==> config.mk <==
export PLATFORM = sky130hd
export DESIGN_NAME = lcd_char_stream
export DESIGN_NICKNAME = d
export VERILOG_FILES = /design/src/rtl/lcd_pkg.sv /design/src/rtl/lcd_char_fifo.sv /design/src/rtl/lcd_char_stream.sv
export SDC_FILE = /design/constraint.sdc
export NUM_CORES = 1
export LEC_CHECK = 0
export ABC_AREA = 1
export CAP_MARGIN = 20
export CORE_ASPECT_RATIO = 1.75
export CORE_MARGIN = 2
export CORE_UTILIZATION = 44
export CTS_CLUSTER_SIZE = 28
export DETAILED_ROUTE_END_ITERATION = 10
export GPL_TIMING_DRIVEN = 0
export PLACE_DENSITY_LB_ADDON = 0.15
export SLEW_MARGIN = 20
export SYNTH_ARGS = -nofsm -noshare
export SYNTH_HDL_FRONTEND = slang
export SYNTH_SLANG_ARGS = --single-unit
==> constraint.sdc <==
create_clock -name clk -period 3.19 [get_ports clk]
set_input_delay 0.4785 -clock clk [delete_from_list [all_inputs] [get_ports clk]]
set_output_delay 0.4785 -clock clk [all_outputs]
set_load 0.02 [all_outputs]
==> src/rtl/lcd_pkg.sv <==
`default_nettype none
// ----------------------------------------------------------------------------
// lcd_pkg: shared constants, FSM encoding and DDRAM address helper.
// Rev 1.0
// ----------------------------------------------------------------------------
package lcd_pkg;

    localparam int         RS_BIT            = 8;
    localparam logic [8:0] LCD_CMD_CLEAR     = 9'h001;
    localparam logic [8:0] LCD_CMD_SET_DDRAM = 9'h080;
    localparam logic [7:0] ROW_BASE_ODD      = 8'h40;

    localparam logic [7:0] ASCII_LF  = 8'h0A;
    localparam logic [7:0] ASCII_FF  = 8'h0C;
    localparam logic [7:0] ASCII_CR  = 8'h0D;
    localparam logic [7:0] PRINT_MIN = 8'h20;
    localparam logic [7:0] PRINT_MAX = 8'h7E;

    typedef enum logic [1:0] {
        ST_IDLE = 2'd0,
        ST_ADDR = 2'd1,
        ST_CHAR = 2'd2,
        ST_CMD  = 2'd3
    } lcd_state_e;

    // Odd rows live at 0x40; rows 2/3 continue after COLS cells of rows 0/1.
    function automatic logic [6:0] ddram_addr(input int unsigned row, input int unsigned cols);
        int unsigned a;
        a = (row % 2) * 32'(ROW_BASE_ODD) + (row / 2) * cols;
        return 7'(a);
    endfunction

endpackage
`default_nettype wire

==> src/rtl/lcd_char_fifo.sv <==
`default_nettype none
// ----------------------------------------------------------------------------
// lcd_char_fifo: byte-wide synchronous FIFO with full/empty flags.
// Rev 1.0
// ----------------------------------------------------------------------------
module lcd_char_fifo #(
    parameter int DEPTH = 8
) (
    input  logic       clk,
    input  logic       reset_n,
    input  logic       push,
    input  logic [7:0] wdata,
    input  logic       pop,
    output logic [7:0] rdata,
    output logic       full,
    output logic       empty
);
    localparam int AW = $clog2(DEPTH);

    logic [7:0]  mem_q [DEPTH];
    logic [AW:0] wr_ptr_q, wr_ptr_d;
    logic [AW:0] rd_ptr_q, rd_ptr_d;
    logic        push_ok, pop_ok;

    // Extra pointer MSB distinguishes full from empty when the indices match.
    assign empty   = (wr_ptr_q == rd_ptr_q);
    assign full    = (wr_ptr_q[AW] != rd_ptr_q[AW]) && (wr_ptr_q[AW-1:0] == rd_ptr_q[AW-1:0]);
    assign push_ok = push && !full;
    assign pop_ok  = pop && !empty;
    assign rdata   = mem_q[rd_ptr_q[AW-1:0]];

    always_comb begin
        wr_ptr_d = wr_ptr_q;
        rd_ptr_d = rd_ptr_q;
        if (push_ok) wr_ptr_d = wr_ptr_q + (AW+1)'(1);
        if (pop_ok)  rd_ptr_d = rd_ptr_q + (AW+1)'(1);
    end

    always_ff @(posedge clk or negedge reset_n) begin
        if (!reset_n) begin
            wr_ptr_q <= '0;
            rd_ptr_q <= '0;
        end else begin
            wr_ptr_q <= wr_ptr_d;
            rd_ptr_q <= rd_ptr_d;
        end
    end

    always_ff @(posedge clk) begin
        if (push_ok) mem_q[wr_ptr_q[AW-1:0]] <= wdata;
    end

endmodule
`default_nettype wire

==> src/rtl/lcd_char_stream.sv <==
`default_nettype none
// ----------------------------------------------------------------------------
// lcd_char_stream: buffered ASCII to HD44780 instruction sequencer with cursor.
// Optional build macro LCD_CASE_FOLD_EN folds a-z to A-Z.  Rev 1.0
// ----------------------------------------------------------------------------
module lcd_char_stream
    import lcd_pkg::*;
#(
    parameter  int COLS       = 16,
    parameter  int ROWS       = 2,
    parameter  int FIFO_DEPTH = 8,
    localparam int ROW_W      = ($clog2(ROWS) > 0) ? $clog2(ROWS) : 1,
    localparam int COL_W      = $clog2(COLS + 1)
) (
    input  logic             clk,
    input  logic             reset_n,
    input  logic             char_valid,
    input  logic [7:0]       char,
    output logic             char_ready,
    output logic             instr_valid,
    output logic [8:0]       instr,
    input  logic             instr_ready,
    output logic [ROW_W-1:0] cur_row,
    output logic [COL_W-1:0] cur_col
);
    lcd_state_e       state_q, state_d;
    logic [7:0]       byte_q, byte_d;
    logic             have_q, have_d;
    logic             wrap_q, wrap_d;
    logic [ROW_W-1:0] tgt_row_q, tgt_row_d;
    logic [ROW_W-1:0] row_q, row_d;
    logic [COL_W-1:0] col_q, col_d;
    logic [8:0]       instr_q, instr_d;
    logic             valid_q, valid_d;

    logic             fifo_full, fifo_empty, fifo_pop;
    logic [7:0]       fifo_rdata;
    logic             accept, is_print, is_lf, is_cr, is_ff, drop, at_wrap;
    logic [ROW_W-1:0] next_row;

    lcd_char_fifo #(.DEPTH(FIFO_DEPTH)) u_fifo (
        .clk    (clk),
        .reset_n(reset_n),
        .push   (char_valid),
        .wdata  (char),
        .pop    (fifo_pop),
        .rdata  (fifo_rdata),
        .full   (fifo_full),
        .empty  (fifo_empty)
    );

    function automatic logic [7:0] fold_case(input logic [7:0] b);
`ifdef LCD_CASE_FOLD_EN
        return (b >= 8'h61 && b <= 8'h7A) ? (b - 8'h20) : b;
`else
        return b;
`endif
    endfunction

    function automatic logic [8:0] data_write(input logic [7:0] b);
        logic [8:0] w;
        w         = {1'b0, fold_case(b)};
        w[RS_BIT] = 1'b1;
        return w;
    endfunction

    function automatic logic [8:0] set_addr(input logic [ROW_W-1:0] r);
        return LCD_CMD_SET_DDRAM | {2'b00, ddram_addr(32'(r), COLS)};
    endfunction

    assign accept   = valid_q && instr_ready;
    assign is_print = (byte_q >= PRINT_MIN) && (byte_q <= PRINT_MAX);
    assign is_lf    = (byte_q == ASCII_LF);
    assign is_cr    = (byte_q == ASCII_CR);
    assign is_ff    = (byte_q == ASCII_FF);
    assign drop     = have_q && !(is_print || is_lf || is_cr || is_ff);
    assign at_wrap  = (col_q == COL_W'(COLS));
    assign next_row = (row_q == ROW_W'(ROWS - 1)) ? '0 : row_q + ROW_W'(1);

    // byte_q is a one-entry holding stage: refilled while the previous
    // instruction retires so steady-state cost stays at two cycles per byte.
    assign fifo_pop = !fifo_empty &&
                      (((state_q == ST_IDLE) && (!have_q || drop)) ||
                       (accept && (state_d == ST_IDLE)));

    always_ff @(posedge clk or negedge reset_n) begin
        if (!reset_n) begin
            state_q   <= ST_IDLE;
            byte_q    <= '0;
            have_q    <= 1'b0;
            wrap_q    <= 1'b0;
            tgt_row_q <= '0;
            row_q     <= '0;
            col_q     <= '0;
            instr_q   <= '0;
            valid_q   <= 1'b0;
        end else begin
            state_q   <= state_d;
            byte_q    <= byte_d;
            have_q    <= have_d;
            wrap_q    <= wrap_d;
            tgt_row_q <= tgt_row_d;
            row_q     <= row_d;
            col_q     <= col_d;
            instr_q   <= instr_d;
            valid_q   <= valid_d;
        end
    end

    always_comb begin
        state_d = state_q;
        unique case (state_q)
            ST_IDLE: begin
                if (have_q) begin
                    if (is_print)            state_d = at_wrap ? ST_ADDR : ST_CHAR;
                    else if (is_lf || is_cr) state_d = ST_ADDR;
                    else if (is_ff)          state_d = ST_CMD;
                end
            end
            ST_ADDR:         if (accept) state_d = wrap_q ? ST_CHAR : ST_IDLE;
            ST_CHAR, ST_CMD: if (accept) state_d = ST_IDLE;
            default:         state_d = ST_IDLE;
        endcase
    end

    always_comb begin
        byte_d    = byte_q;
        have_d    = have_q;
        wrap_d    = wrap_q;
        tgt_row_d = tgt_row_q;
        row_d     = row_q;
        col_d     = col_q;
        instr_d   = instr_q;
        valid_d   = valid_q;
        case (state_q)
            ST_IDLE: begin
                if (have_q) begin
                    have_d = 1'b0;
                    wrap_d = 1'b0;
                    if (is_print && at_wrap) begin
                        tgt_row_d = next_row;
                        wrap_d    = 1'b1;
                        instr_d   = set_addr(next_row);
                        valid_d   = 1'b1;
                    end else if (is_print) begin
                        instr_d = data_write(byte_q);
                        valid_d = 1'b1;
                    end else if (is_lf) begin
                        tgt_row_d = next_row;
                        instr_d   = set_addr(next_row);
                        valid_d   = 1'b1;
                    end else if (is_cr) begin
                        tgt_row_d = row_q;
                        instr_d   = set_addr(row_q);
                        valid_d   = 1'b1;
                    end else if (is_ff) begin
                        instr_d = LCD_CMD_CLEAR;
                        valid_d = 1'b1;
                    end
                end
            end
            ST_ADDR: begin
                if (accept) begin
                    row_d = tgt_row_q;
                    col_d = '0;
                    if (wrap_q) instr_d = data_write(byte_q);
                    else        valid_d = 1'b0;
                end
            end
            ST_CHAR: begin
                if (accept) begin
                    col_d   = col_q + COL_W'(1);
                    valid_d = 1'b0;
                end
            end
            ST_CMD: begin
                if (accept) begin
                    row_d   = '0;
                    col_d   = '0;
                    valid_d = 1'b0;
                end
            end
            default: ;
        endcase
        if (fifo_pop) begin
            byte_d = fifo_rdata;
            have_d = 1'b1;
        end
    end

    assign char_ready  = !fifo_full;
    assign instr_valid = valid_q;
    assign instr       = instr_q;
    assign cur_row     = row_q;
    assign cur_col     = col_q;

endmodule
`default_nettype wire

==> impl_metrics.yaml <==
global_routing:
  grt-ovfl-total: 0
  grt_max_degree: 20
  grt_pass1_vias: 3300
  busiest_layer: "met2"
  met1_usage_pct: 17.99
  grt_usage_pct: 19.18
  use_met2_pct: 37.87
  grt_use_met3_pct: 3.408
  antenna_found_initial: 0
  grt_pass1_wl_mm: 15.71
sta:
  relSlewSlack_pct: 43.12
  rsz0062_at_grt: "false"
  skew_ns: 0.01010
  finalSetupViolCount: 0
  tightest_slew_ns: 0.8501
  min_period_ns: 2.447
  fmax_mhz: 408.7
  slew_viol_final: 0
  holdWs_ns: 0.08196
  fin_setup_tns_ns: 0
  hold_viol: 0
  setup_slack_ns: 0.7430
  fin_crit_sh_pct: 76.71
hold_path:
  hold_class: "in -> async"
setup_path:
  endpoint_kind: "output port"
  regToRegStartpoint: "u_fifo.rd_ptr_q[0]"
  worstReg2RegEnd: "u_fifo.mem_q[4][5]"
  arrival_ns: 1.97
  cp_max_fo: 9
  worstSetupPathType: "reg -> out"
  cp.required_ns: 2.71
  cp-start-kind: "flop"
  r2r_setup_slack_ns: 0.77
  rr_worst_depth: 10
floorplan:
  start_util_pct: 45.39
  dieArea_um2: 11080
  ios: 29
  die_h_um: 137.8
  core_um2: 9910
  std_cell_rows: 48
  die_w_um: 80.43
final_layout:
  syn_to_final_growth_pct: 17.64
  nets: 507
  final_cell_mix: "129 x nand2_1, 64 x edfxtp_1, 41 x nor2_1, 37 x dfrtp_1, 32 x inv_1"
  layout_commonest_cell: "nand2_1"
  layout-drive-gt1-share_pct: 7.056
  antenna_cells: 0
  finalNonFillerCells: 621
place:
  dp_cells: 605
  gp_congestion: 0.8194
  hpwl_mm: 7.253
  dp_slack_ns: 0.7583
  io_buffers: 28
logic_synthesis:
  synth_ff_type: "edfxtp_1"
  synth_seq_area_share_pct: 63.31
  synth-async-reset-ratio_pct: 36.63
  yosys.area.top_type: "edfxtp_1"
  synth-edff-count: 64
  synthTopCellsByArea: "edfxtp_1 43%, dfrtp_1 21%, nand2_1 11%, nor2_1 3.4%, o21ai_0 3.1%"
  syn_area_per_cell_um2: 9.974
  synth_cell_types: 31
  yosysWarnings: 0
  syn_nets: 467
  synth.cell_area_um2: 4498
  synth.ff_latch_count: 101
  yosysTopAreaCellShare_pct: 42.73
  synth_cells: 451
clock_tree:
  worstSkewPairLatency_ns: 0.35
  clock-sinks: 101
  cts_tree: "done"
  path_clk_slew_ns: 0.07
  hold_buffers: 0
  clockBufferDepth: 2
  clockRootBuffer: "clkbuf_16"
  post_cts_resized: 0
  htreeDepth: 3
  postCtsSetupRepairBufs: 0
  cts_inserted_buffers: 9
power:
  p_int_mw: 3.192
  switchingPower_mw: 2.129
  p_leak_nw: 2.180
  powerDensity_nw_per_um2: 1006
  seqPwrFrac_pct: 36.5
  swShare_pct: 40.01
  p_comb_share_pct: 40.9
  irDropWorstVdd_uv: 392.6
  power_mw: 5.321
  pwr-share-clk_pct: 22.6
route:
  first_pass_iters: 4
  drc: 0
  vias: 3245
  antenna_left: 0
  wl_per_cell_um: 15.57
  drt-total-wl_mm: 9.671
  drtIter0Drc: 103
  viasPerCell: 5.225
run_status:
  status: "finished, final reports clean"
flow_run:
  cap_violations: 0
[power by group through the flow]
stage,Sequential (mW),Clock [mW],Combinational [mW]
2_1_floorplan,2.01,0,1.48
3_3_place_gp,1.96,0,2.15
3_5_place_dp,1.97,0,2.19
4_1_cts,1.95,1.22,2.20
5_1_grt,1.98,1.28,2.46
6_report,1.94,1.20,2.17
[through the flow]
step	util [%]	area, µm²
after floorplan	-	4498
after global placement	49.80	4935
after detailed placement	50.03	4957
after CTS	53.40	5291
after global routing	53.40	5291
final	53.40	5291
[state kept, by name, summed over array words and instances (netlist names)]
signal,count
u_fifo.mem_q,64
instr,9
byte_q,8
cur_col,5
u_fifo.rd_ptr_q,4
u_fifo.wr_ptr_q,4
state_q,2
cur_row,1
have_q,1
instr_valid,1
tgt_row_q,1
wrap_q,1
[synth_stat cells, types with 5 or more instances]
cell,n
edfxtp_1,64
nand2_1,129
inv_1,32
dfrtp_1,37
xor2_1,5
o31ai_1,8
o22ai_1,8
o21ai_0,28
a21oi_1,22
nor2_1,41
nand4_1,14
nor3_1,5
clkbuf_1,10
nand3_1,23
[worst max path at each step]
stage                            start  slack [ns]                 end
finish              u_fifo.rd_ptr_q[0]        0.74          char_ready
global route        u_fifo.rd_ptr_q[0]        0.58          char_ready
CTS                 u_fifo.rd_ptr_q[0]        0.69          char_ready
detailed placement  u_fifo.rd_ptr_q[0]        0.76  u_fifo.mem_q[4][5]
global placement               reset_n        0.76           byte_q[4]
floorplan           u_fifo.rd_ptr_q[0]        1.18  u_fifo.mem_q[0][0]
[critical path, stage by stage, from the launching register on]
cell and delay [ns]:
dfrtp_1 0.36, buf_2 0.22, inv_2 0.11, nand2_1 0.07, nand4_1 0.10, nor2_1 0.14, nand2_1 0.09, clkdlybuf4s50_1 0.54
[cells by family (layout without fill, tap and decap cells)]
family	count (synthesis)	after routing	share of synthesized area [%]
DFF	101	101	63.31
AOI/OAI and AO/OA	72	72	9.374
xor gates and xnor gates	6	6	1.168
and+or+nand+nor	217	217	20.36
adders and majority gates	4	4	1.113
buffers and inverters	51	96	4.673
[per-layer routing]
metal,wire length [µm],part of all wire [%]
met3,278,2.9
met5,0,0
met4,259,2.7
met1,3468,36
met2,5664,59
[area by class of cell]
class | instances | area, µm²
well taps | 125 | 156.4
inverters | 34 | 127.6
fillers | 930 | 4618
clock buffers | 9 | 225.2
repair buffers | 29 | 302.8
clock inverters | 7 | 108.9
plain buffers | 17 | 82.58
flip-flops and latches | 101 | 2848
multi-input cells | 299 | 1440
Power figures use the tool's default switching activity.
